`src/rtl/seq_wide_adder_ctrl.sv`:
```
// Wide add/subtract sequencer: one shared 8-bit adder slice processes the operands
// LSB byte first, one byte per clock, with valid/ready handshakes on both sides.

module adder8b (
  input  logic [7:0] a,
  input  logic [7:0] b,
  input  logic       ci,
  output logic [7:0] s,
  output logic       co
);
  assign {co, s} = {1'b0, a} + {1'b0, b} + {8'd0, ci};
endmodule

module seq_wide_adder_ctrl #(
  parameter int NWORDS = 4
) (
  input  logic                  clk,
  input  logic                  rst,
  input  logic                  in_valid,
  output logic                  in_ready,
  input  logic [8*NWORDS-1:0]   a,
  input  logic [8*NWORDS-1:0]   b,
  input  logic                  sub,
  input  logic                  cin,
  output logic                  out_valid,
  input  logic                  out_ready,
  output logic [8*NWORDS-1:0]   sum,
  output logic                  cout,
  output logic                  ovf,
  output logic                  busy
);
  localparam int W    = 8 * NWORDS;
  localparam int IDXW = (NWORDS > 1) ? $clog2(NWORDS) : 1;
  localparam logic [IDXW-1:0] LAST_IDX = IDXW'(NWORDS - 1);

  typedef enum logic [1:0] {IDLE, RUN, DONE} state_t;

  state_t            r_state;
  state_t            w_nextState;
  logic [IDXW-1:0]   r_idx;
  logic              r_carry;
  logic [W-1:0]      r_opA;
  logic [W-1:0]      r_opB;
  logic              r_sub;
  logic [W-1:0]      r_sum;
  logic              r_cout;
  logic              r_ovf;

  logic [IDXW+2:0]   w_base;
  logic [7:0]        w_sliceA;
  logic [7:0]        w_sliceB;
  logic [7:0]        w_addSum;
  logic              w_addCout;
  logic              w_lastSlice;

  // Byte offset of the current slice; subtraction feeds the inverted B byte.
  assign w_base      = {r_idx, 3'b000};
  assign w_sliceA    = r_opA[w_base +: 8];
  assign w_sliceB    = r_opB[w_base +: 8] ^ {8{r_sub}};
  assign w_lastSlice = (r_idx == LAST_IDX);

  adder8b u_adder (
    .a  (w_sliceA),
    .b  (w_sliceB),
    .ci (r_carry),
    .s  (w_addSum),
    .co (w_addCout)
  );

  always_ff @(posedge clk) begin
    if (rst) r_state <= IDLE;
    else     r_state <= w_nextState;
  end

  always_comb begin
    w_nextState = r_state;
    case (r_state)
      IDLE:    if (in_valid)    w_nextState = RUN;
      RUN:     if (w_lastSlice) w_nextState = DONE;
      DONE:    if (out_ready)   w_nextState = IDLE;
      default: w_nextState = IDLE;
    endcase
  end

  always_ff @(posedge clk) begin
    if (rst) begin
      r_idx   <= '0;
      r_carry <= 1'b0;
      r_opA   <= '0;
      r_opB   <= '0;
      r_sub   <= 1'b0;
      r_sum   <= '0;
      r_cout  <= 1'b0;
      r_ovf   <= 1'b0;
    end else begin
      case (r_state)
        IDLE: begin
          if (in_valid) begin
            r_opA   <= a;
            r_opB   <= b;
            r_sub   <= sub;
            r_carry <= sub ? 1'b1 : cin;
            r_idx   <= '0;
          end
        end
        RUN: begin
          r_sum[w_base +: 8] <= w_addSum;
          r_carry            <= w_addCout;
          // Index returns to zero after the top slice so it never points past the operand.
          if (w_lastSlice) begin
            r_idx  <= '0;
            r_cout <= w_addCout;
            r_ovf  <= (w_sliceA[7] == w_sliceB[7]) && (w_addSum[7] != w_sliceA[7]);
          end else begin
            r_idx <= r_idx + 1'b1;
          end
        end
        default: ;
      endcase
    end
  end

  assign in_ready  = (r_state == IDLE);
  assign out_valid = (r_state == DONE);
  assign busy      = (r_state != IDLE);
  assign sum       = r_sum;
  assign cout      = r_cout;
  assign ovf       = r_ovf;

endmodule

```
`config.mk`:
```
export PLATFORM = sky130hd
export DESIGN_NAME = seq_wide_adder_ctrl
export DESIGN_NICKNAME = d
export VERILOG_FILES = /design/src/rtl/seq_wide_adder_ctrl.sv
export SDC_FILE = /design/constraint.sdc
export NUM_CORES = 1
export LEC_CHECK = 0
export ABC_AREA = 0
export CAP_MARGIN = 15
export CORE_ASPECT_RATIO = 1.4
export CORE_UTILIZATION = 32
export DETAILED_ROUTE_END_ITERATION = 10
export GPL_TIMING_DRIVEN = 0
export PLACE_DENSITY_LB_ADDON = 0.25
export SKIP_LAST_GASP = 1
export SLEW_MARGIN = 10
export SYNTH_ARGS = -nofsm -noshare
export SYNTH_HDL_FRONTEND = slang
export SYNTH_SLANG_ARGS = --single-unit
```
`constraint.sdc`:
```
create_clock -name clk -period 3.7 [get_ports clk]
set_input_delay 0.555 -clock clk [delete_from_list [all_inputs] [get_ports clk]]
set_output_delay 0.555 -clock clk [all_outputs]
set_load 0.02 [all_outputs]
```
==> Yosys cells after proc, flatten, opt, wreduce, memory -nomap -nowiden <==
Index checks and enable logic that the tools add are counted.
{ "word_totals": {"reg_bits": 104, "in_bits": 70, "output_inout_bits": 37, "elab_cells": 45} }
{ "classes": {"addsub": 4, "n_eq_ne": 8, "shift": 4, "mux": 11, "bitwise_logic": 1, "reduce_logical": 8} }
{ "op_table": {"columns": ["operator", "count"], "rows": [
  ["indexed part select 32 x 6 -> 8 bit", 2],
  ["bitwise mux 32 bit", 1],
  ["variable shift 8 x 7 -> 32 bit (first input constant)", 1],
  ["indexed part select 8 x 7 -> 32 bit", 1],
  ["two-way mux 2 bit", 5],
  ["adder 8 x 8 -> 9 bit", 1],
  ["adder 9 x 1 -> 9 bit", 1],
  ["XOR 8 bit", 1],
  ["negation 5 -> 7 bit", 1],
  ["one-hot mux 2 bit (3 select lines)", 1],
  ["AND reduction 2 bit", 3],
  ["equality test 2 bit (second input constant)", 2],
  ["!= test 2 bit (second input constant)", 2],
  ["one-hot mux 2 bit (2 select lines)", 1],
  ["nonzero test 2 bit", 2],
  ["AND reduction 3 bit", 1],
  ["adder 2 x 1 -> 2 bit (second input constant)", 1],
  ["equality test 2 x 1 -> 1 bit (second input constant)", 1],
  ["zero test 2 bit", 1],
  ["two-way mux 1 bit", 2],
  ["!= test 2 x 1 -> 1 bit (second input constant)", 1],
  ["one-hot mux 1 bit (2 select lines)", 1],
  ["equality test 1 bit", 1],
  ["logical AND 1 bit", 1],
  ["!= test 1 bit", 1]
]} }

==> Depth between registers and ports, before layout <==
Gate-level depths: netlist (run 1).
{ "depth": {"ltp_word": 6, "depth_mapped": 12} }

==> By module <==
Synthesis (run 1) repeated with hierarchy kept, for this count alone.
{ "hier_totals": {"cells_unflattened": 510, "hier_area_um2": 4558.1} }
{ "by_module_without_submodules": {"columns": ["module", "instances", "cells_each", "area_per_inst_um2", "seq_area_each_um2"], "rows": [
  ["seq_wide_adder_ctrl", 1, 470, 4226.6, 2082.0],
  ["adder8b", 1, 40, 331.6, 0.0]
]} }

==> Worst setup path before layout (run 1) <==
Ideal clock, no wire load.
{ "synth_timing": {"path_kind": "flip-flop to flip-flop", "startpoint": "register r_idx[0]", "endpoint": "register r_sum[15], in the netlist sum[15]", "setup_time_ns": 0.130, "arrival_ns": 2.832, "t_required_ns": 3.570, "setup_slack_ns": 0.738, "path_stages_with_launch": 10, "n_path_buf": 2, "period_less_slack_ns": 2.962, "path_cell_list": "dfxtp_1 > buf_2 > buf_4 > mux4_2 > ha_1 > and2_2 > a221oi_2 > a31oi_2 > xnor2_1 > o21ai_0"} }
{ "synth_via": {"elab_chain_len": 6, "elab_cells_between_ends": 9, "cone_classes": "3 x add/sub; 4 x shift; 1 x mux; 1 x bitwise"} }
{ "synth_rtl": {"columns": ["element", "line", "source"], "rows": [
  ["from (decl)", "40", "logic [IDXW-1:0] r_idx;"],
  ["from (signal assigned)", "115", "r_idx <= r_idx + 1'b1;"],
  ["indexed part select 32 x 6 -> 8 bit", "59", "assign w_sliceB = r_opB[w_base +: 8] ^ {8{r_sub}};"],
  ["XOR 8 bit", "59", null],
  ["adder 8 x 8 -> 9 bit", "11", "assign {co, s} = {1'b0, a} + {1'b0, b} + {8'd0, ci};"],
  ["adder 9 x 1 -> 9 bit", "11", null],
  ["indexed part select 8 x 7 -> 32 bit", "107", "r_sum[w_base +: 8] <= w_addSum;"],
  ["bitwise mux 32 bit (*)", "107", null],
  ["to (signal, indexed assignment)", "107", null],
  ["to (decl)", "45", "logic [W-1:0] r_sum;"]
]} }
Mark *: on every way between the ends. The rest lies on a longest branch, timed or not.
A chain may end at the register's enable or synchronous reset.

==> Worst setup path in the final report (run 1) <==
{ "layout_timing": {"startpoint": "register r_idx[0]", "endpoint": "register r_sum[7], in the netlist sum[7]"} }
The elaborated chain is that of the path after synthesis.

==> run metrics, run 1 <==
outcome completed; ys async rst share 0%; GRT Overall Usage 18.08%; slowest CP cell mux4_2; synth warn 0; buffer depth of the longest clock path 2; Mapped Area 4584 um2; top cell type by total area after synthesis dfxtp_1; WP data required 3.96 ns; HP Class reg -> reg; hold_buf cts 0; # rows 51; most instantiated cells after synthesis nand2_1, dfxtp_1, a21oi_1; post_cts resized 0; Ant. Diodes 0; Final min period 3.416 ns; total internal power 0.001951 W; Die Y-Extent 143.6 um; final hold violations 0; initial antenna violation count 0; Post-Route WL 12770 um; clock transition at the registers of the reported paths 0.07 ns; Clock Power Share 38.1%; final core occ 44.41%; HPWL after DPL 10090 um; Core Footprint 13970 um2; Pwr Density 422.4 nW/um2; synthesized area per cell 8.902 um2; Post-Syn Nets 600; port bufs 106; total die area 14820 um2; WL/cell 15.56 um; crit start category flop; share of cells above drive strength 1 8.805%; Max VDD drop 0.0001880 V; CP max FO 10; fillers 1360; Max Clk Rate 292.7 MHz; leak pwr 2.279 nW; Fin Setup TNS 0 ns; CTS tree yes; worst slew pin tran 0.6694 ns; DRT iter0 DRCs 105; Root Buffer clkbuf_16; remaining antenna violation count 0; register area share after synthesis 45.41%; CTS H-Tree Depth 3; post-synthesis mux area share 8.079%; first-pass GRT wire length 19910 um; Final Power 0.002622 W; cells along the critical path clkbuf_4 > buf_4 > mux4_2 > ha_1 > and2_2 > a221oi_2 > a31oi_2 > xnor2_2 > o31ai_1; most frequent cell after synthesis nand2_1; Synth Flop Type dfxtp_1; Clock Skews 0.008541 ns; crit path DAT 3.68 ns; final setup violation count 0; Synth Area in Simple Gates 19.49%; largest family of logic cells by synthesized area simple AND/OR/NAND/NOR gates; Area contributors post-synth dfxtp_1, nand2_1, mux4_2; Setup CP Type reg -> reg; largest net degree at the start of global routing 17; TritonRoute pass-1 iters 4; Post-synth EDFFs 0; Net Sw Frac 25.59%; vias per cell 4.909; MaxCap Viol Count 0; top cell type's share of synthesized area 45.41%; slowest stage delay, CP 0.58 ns; Synth Instances 515; power share of the sequential group 45.7%; Synth cell types 52; post-synthesis adder-cell area fraction 4.421%; vias in the first global route 4091; combinational share of power 16.2%; Initial Util 32.81%; Worst setup EP type flop; slew margin rel. 55.00%; delay-heaviest family, CP compound AO/OA/AOI/OAI gates; post-synthesis compound-gate area fraction 16.21%; Ports 107; XOR/XNOR share of the synthesized area 2.293%; CP Buf/Inv Count 2; crit share post-route 92.32%; Die Width 103.2 um; Area growth, synth to finish 35.37%; drt drc 0; Skew-Pair Late Insertion Delay 0.35 ns; total grt overflow 0; routability congestion estimate 0.8270; setup bufs post-CTS 0; vias 4030; P_sw 0.0006708 W; # nets final 717; clock tree sinks 104; #FFs+latches synth 104; RSZ-0062 raised after global routing no; CTS buffer count 9; max-slew violations 0
-- sequential cells by signal (all words and copies together) (netlist names) --
name / count
r_idx: 2
r_opB: 32
r_carry: 1
ovf: 1
sum: 32
r_state: 2
cout: 1
r_sub: 1
r_opA: 32
-- power groups by stage --
stage	registers [W]	logic, W	clock network, W
2_1_floorplan	0.00122	0.000244	0
3_3_place_gp	0.00122	0.000410	0
3_5_place_dp	0.00122	0.000421	0
4_1_cts	0.00120	0.000423	0.00101
5_1_grt	0.00120	0.000465	0.00106
6_report	0.00120	0.000425	0.000999
-- per-layer routing --
| metal | vias up | routed length [um] | track usage [%] | share of wire (%) |
|---|---|---|---|---|
| met5 | - | 0 | 0 | 0 |
| met4 | 0 | 354 | 8.451 | 2.8 |
| met3 | 21 | 370 | 1.994 | 2.9 |
| met2 | 105 | 6742 | 33.26 | 53 |
| met1 | 1892 | 5305 | 20.41 | 42 |
| li1 | 2012 | - | - | - |
-- worst min-delay path, stage by stage, from the launching register on --
cell and delay [ns]:
dfxtp_1 0.31, nand2_1 0.05, a21oi_1 0.05
-- cell families after synthesis --
group | after synthesis
simple gates | 204
mux | 17
fa+ha+maj | 15
xor+xnor | 12
flops | 104
compound gates | 119
buf+inv | 44
-- through the flow --
stage,hold WS [ns],instance area (um2),worst slack [ns],std cells
floorplan,0.4331,4584,0.7381,515
global placement,0.4391,5877,0.08751,806
detailed placement,0.4466,5877,0.05041,806
CTS,0.4556,6187,0.04121,821
global route,0.4667,6206,0.03636,821
finish,0.4548,6206,0.2841,821
-- area by class of cell --
cell class                      instances  area, um2  share of cell area [%]
Multi-Input combinational cell        367       2330                   37.54
Sequential cell                       104       2082                   33.55
Timing Repair Buffer                  106       1061                   17.10
Tap cell                              185      231.5                   3.730
Clock buffer                            9      225.2                   3.629
Buffer                                 33      150.1                   2.419
Clock inverter                          6      85.08                   1.371
Inverter                               11      41.29                  0.6653
-- cell usage in the layout, fill, tap and decap left out, types with 9 or more instances in the layout --
master | synthesis | routed
nand2_1 | 136 | 136
clkdlybuf4s50_1 | 0 | 106
dfxtp_1 | 104 | 104
a21oi_1 | 67 | 67
nor2_1 | 33 | 33
a22oi_1 | 22 | 22
mux4_2 | 16 | 16
clkbuf_1 | 17 | 16
ha_1 | 13 | 13
inv_1 | 11 | 11
nand3b_1 | 10 | 10
clkbuf_16 | 0 | 9
-- worst paths after layout --
kind | startpoint | to | slack (ns) | cells past startpoint
worst max-delay path | r_idx[0]$_SDFFE_PP0P_ | sum[7]$_SDFFE_PP0P_ | 0.28 | 9
worst min register to register | r_opB[21]$_SDFFE_PP0P_ | r_opB[21]$_SDFFE_PP0P_ | 0.45 | 2
worst min-delay path | r_opB[21]$_SDFFE_PP0P_ | r_opB[21]$_SDFFE_PP0P_ | 0.45 | 2
worst max register to register | r_idx[0]$_SDFFE_PP0P_ | sum[7]$_SDFFE_PP0P_ | 0.28 | 9
No activity file was read; power rests on OpenSTA's default activity.
==> run 2: changes to the inputs <==
--- a/config.mk
+++ b/config.mk
@@ -10,7 +10,6 @@
 export CORE_ASPECT_RATIO = 1.4
 export CORE_UTILIZATION = 32
 export DETAILED_ROUTE_END_ITERATION = 10
-export GPL_TIMING_DRIVEN = 0
 export PLACE_DENSITY_LB_ADDON = 0.25
 export SKIP_LAST_GASP = 1
 export SLEW_MARGIN = 10
==> run 2 against run 1 <==
Net effect: count of clock-buffer cells in the layout unchanged; critical path depth up 2; worst setup slack improved by 0.031 ns; final area is 2.0% lower; wire length down 7.5%; sequential power about the same; flip-flop and latch count unchanged; hold slack worse by 0.0027 ns; via count down 3.1%.
==> run metrics, run 2 (synthesis results as in run 1) <==
CP max FO 18 (+8); Skew-Pair Late Insertion Delay 0.35 ns (about the same); final hold violations 0 (unchanged); worst slew pin tran 1.091 ns (+0.4215 ns); hold_buf cts 0 (unchanged); WL/cell 14.90 um (-4.3%); max-slew violations 0 (unchanged); commonest non-fill, non-tap cells in the layout nand2_1, clkdlybuf4s50_1, dfxtp_1, a21oi_1, nor2_1; CTS H-Tree Depth 3 (unchanged); crit path DAT 3.59 ns (-0.09 ns); crit start category flop; CTS tree yes; worst hold path endpoint r_opA[22]$_SDFFE_PP0P_; Ant. Diodes 0 (unchanged); vias in the first global route 3790 (-7.4%); Fin Setup TNS 0 ns (unchanged); Hold Path Depth 2 (unchanged); met3 Usage GRT 2.140% (+0.15 points); # nets final 688 (-4.0%); Worst setup EP type flop; outcome completed; Die Width 103.2 um (unchanged); first-pass GRT wire length 19040 um (-4.4%); Core Footprint 13970 um2 (unchanged); HP Class reg -> reg; clock transition at the registers of the reported paths 0.07 ns (about the same); most common cell after layout, fill and taps aside nand2_1; largest net degree at the start of global routing 113 (+96); WP data required 3.91 ns (-0.05 ns); Max VDD drop 0.0001953 V (+3.9%); Ports 107 (unchanged); leak pwr 2.223 nW (-2.5%); placed cells 777 (-3.6%); r2r startpoint r_idx[0]$_SDFFE_PP0P_; initial antenna violation count 0 (unchanged); GRT Overall Usage 16.84% (-1.2 points); slew margin rel. 27.28% (-28 points); clock tree sinks 104 (unchanged); buffer depth of the longest clock path 2 (unchanged); met2 global-route usage 29.33% (-3.9 points); Final min period 3.385 ns (-0.03055 ns); total grt overflow 0 (unchanged); vias per cell 4.924 (+0.32%); Root Buffer clkbuf_16; vias 3905 (-3.1%); Setup WS pre-CTS 0.3299 ns (+0.2794 ns); RSZ-0062 raised after global routing no; setup bufs post-CTS 0 (unchanged); Final Non-Filler Cells 793 (-3.4%); R2R Setup Slk 0.31 ns (+0.03 ns); MaxCap Viol Count 0 (unchanged); Die Y-Extent 143.6 um (unchanged); Pwr Density 430.1 nW/um2 (+1.8%); total die area 14820 um2 (unchanged); final setup violation count 0 (unchanged); Hold Path Origin r_opA[22]$_SDFFE_PP0P_; busiest grt layer met2; worst setup margin 0.3146 ns (+0.03055 ns); TritonRoute pass-1 iters 4 (unchanged); Area growth, synth to finish 32.67%; crit share post-route 91.50% (-0.83 points); share of cells above drive strength 1 8.224% (-0.58 points); remaining antenna violation count 0 (unchanged); GRT met1 Usage 20.69% (+0.27 points); Clock Skews 0.008325 ns (-0.0002156 ns); worst reg-to-reg path cell count 11 (+2); post_cts resized 0 (unchanged); CTS buffer count 9 (unchanged); drt drc 0 (unchanged); HPWL after DPL 8652 um (-14%); routability congestion estimate 0.8952 (+8.2%); Reg2Reg Capture Point sum[14]$_SDFFE_PP0P_; Setup CP Type reg -> reg; # rows 51 (unchanged); Initial Util 32.81% (unchanged); Max Clk Rate 295.4 MHz (+0.90%); Post-Route WL 11810 um (-7.5%); DRT iter0 DRCs 211 (+100%); port bufs 106 (unchanged)
==> run 2: cell types whose count changed in the layout (fill, tap and decap cells not counted), sizes merged <==
cell,delta
clkbuf,-18
clkdlybuf4s50,-1
inv,+1
clkinv,+1
clkinvlp,-1
buf,-10
==> run 2: metal layers <==
layer	up-vias	routed length, um
met5	-	0
met4	0	204
met3	11	387
met2	92	6005
met1	1852	5213
li1	1950	-
==> run 2: worst max path at each step <==
stage                     startpoint                   end  slack [ns]  cells after the start
2_1_floorplan  r_idx[0]$_SDFFE_PP0P_  sum[15]$_SDFFE_PP0P_        0.74                      9
3_3_place_gp   r_idx[0]$_SDFFE_PP0P_   sum[6]$_SDFFE_PP0P_        0.39                     11
3_5_place_dp   r_idx[0]$_SDFFE_PP0P_  sum[14]$_SDFFE_PP0P_        0.33                     11
4_1_cts        r_idx[0]$_SDFFE_PP0P_  sum[14]$_SDFFE_PP0P_        0.28                     11
5_1_grt        r_idx[0]$_SDFFE_PP0P_  sum[14]$_SDFFE_PP0P_        0.09                     11
6_report       r_idx[0]$_SDFFE_PP0P_  sum[14]$_SDFFE_PP0P_        0.31                     11
==> run 2: through the flow <==
| step | area, um2 | hold slack (ns) | total power, W | util [%] |
|---|---|---|---|---|
| after floorplan | 4584 | 0.4331 | 0.001463 | - |
| after global placement | 5762 | 0.4417 | 0.001611 | 41.23 |
| after detailed placement | 5762 | 0.4467 | 0.001622 | 41.23 |
| after CTS | 6082 | 0.4565 | 0.002634 | 43.52 |
| after global routing | 6082 | 0.4756 | 0.002719 | 43.52 |
| final | 6082 | 0.4521 | 0.002616 | 43.52 |
==> run 2: layout make-up <==
type	count	area, um2
clock inverter	7	95.09
multi-input combinational	367	2318
inverter	11	41.29
sequential	104	2082
fill	1333	7893
clock buffer	9	225.2
timing repair buffer	110	1089
tap	185	231.5
==> run 2: worst max-delay path: stages (launching register included) <==
cell and delay (ns):
dfxtp_1 0.63, buf_4 0.38, mux4_2 0.53, inv_1 0.08, fa_1 0.18, inv_1 0.06, fa_1 0.42, a21o_1 0.22
nand3_1 0.09, nand2_1 0.07, xnor2_1 0.38, o21ai_0 0.19
==> run 2: power by group <==
part	internal, W	switching [W]	leakage [nW]
sequential	0.00117	0.0000330	0.849
clock	0.000594	0.000426	0.156
combinational	0.000184	0.000210	1.22
==> run 3: changes to the inputs <==
--- a/config.mk
+++ b/config.mk
@@ -16,3 +16,4 @@
 export SYNTH_ARGS = -nofsm -noshare
 export SYNTH_HDL_FRONTEND = slang
 export SYNTH_SLANG_ARGS = --single-unit
+export TNS_END_PERCENT = 100
==> results of run 3 <==
The final DEF is identical to that of run 2; final timing and power are the same.
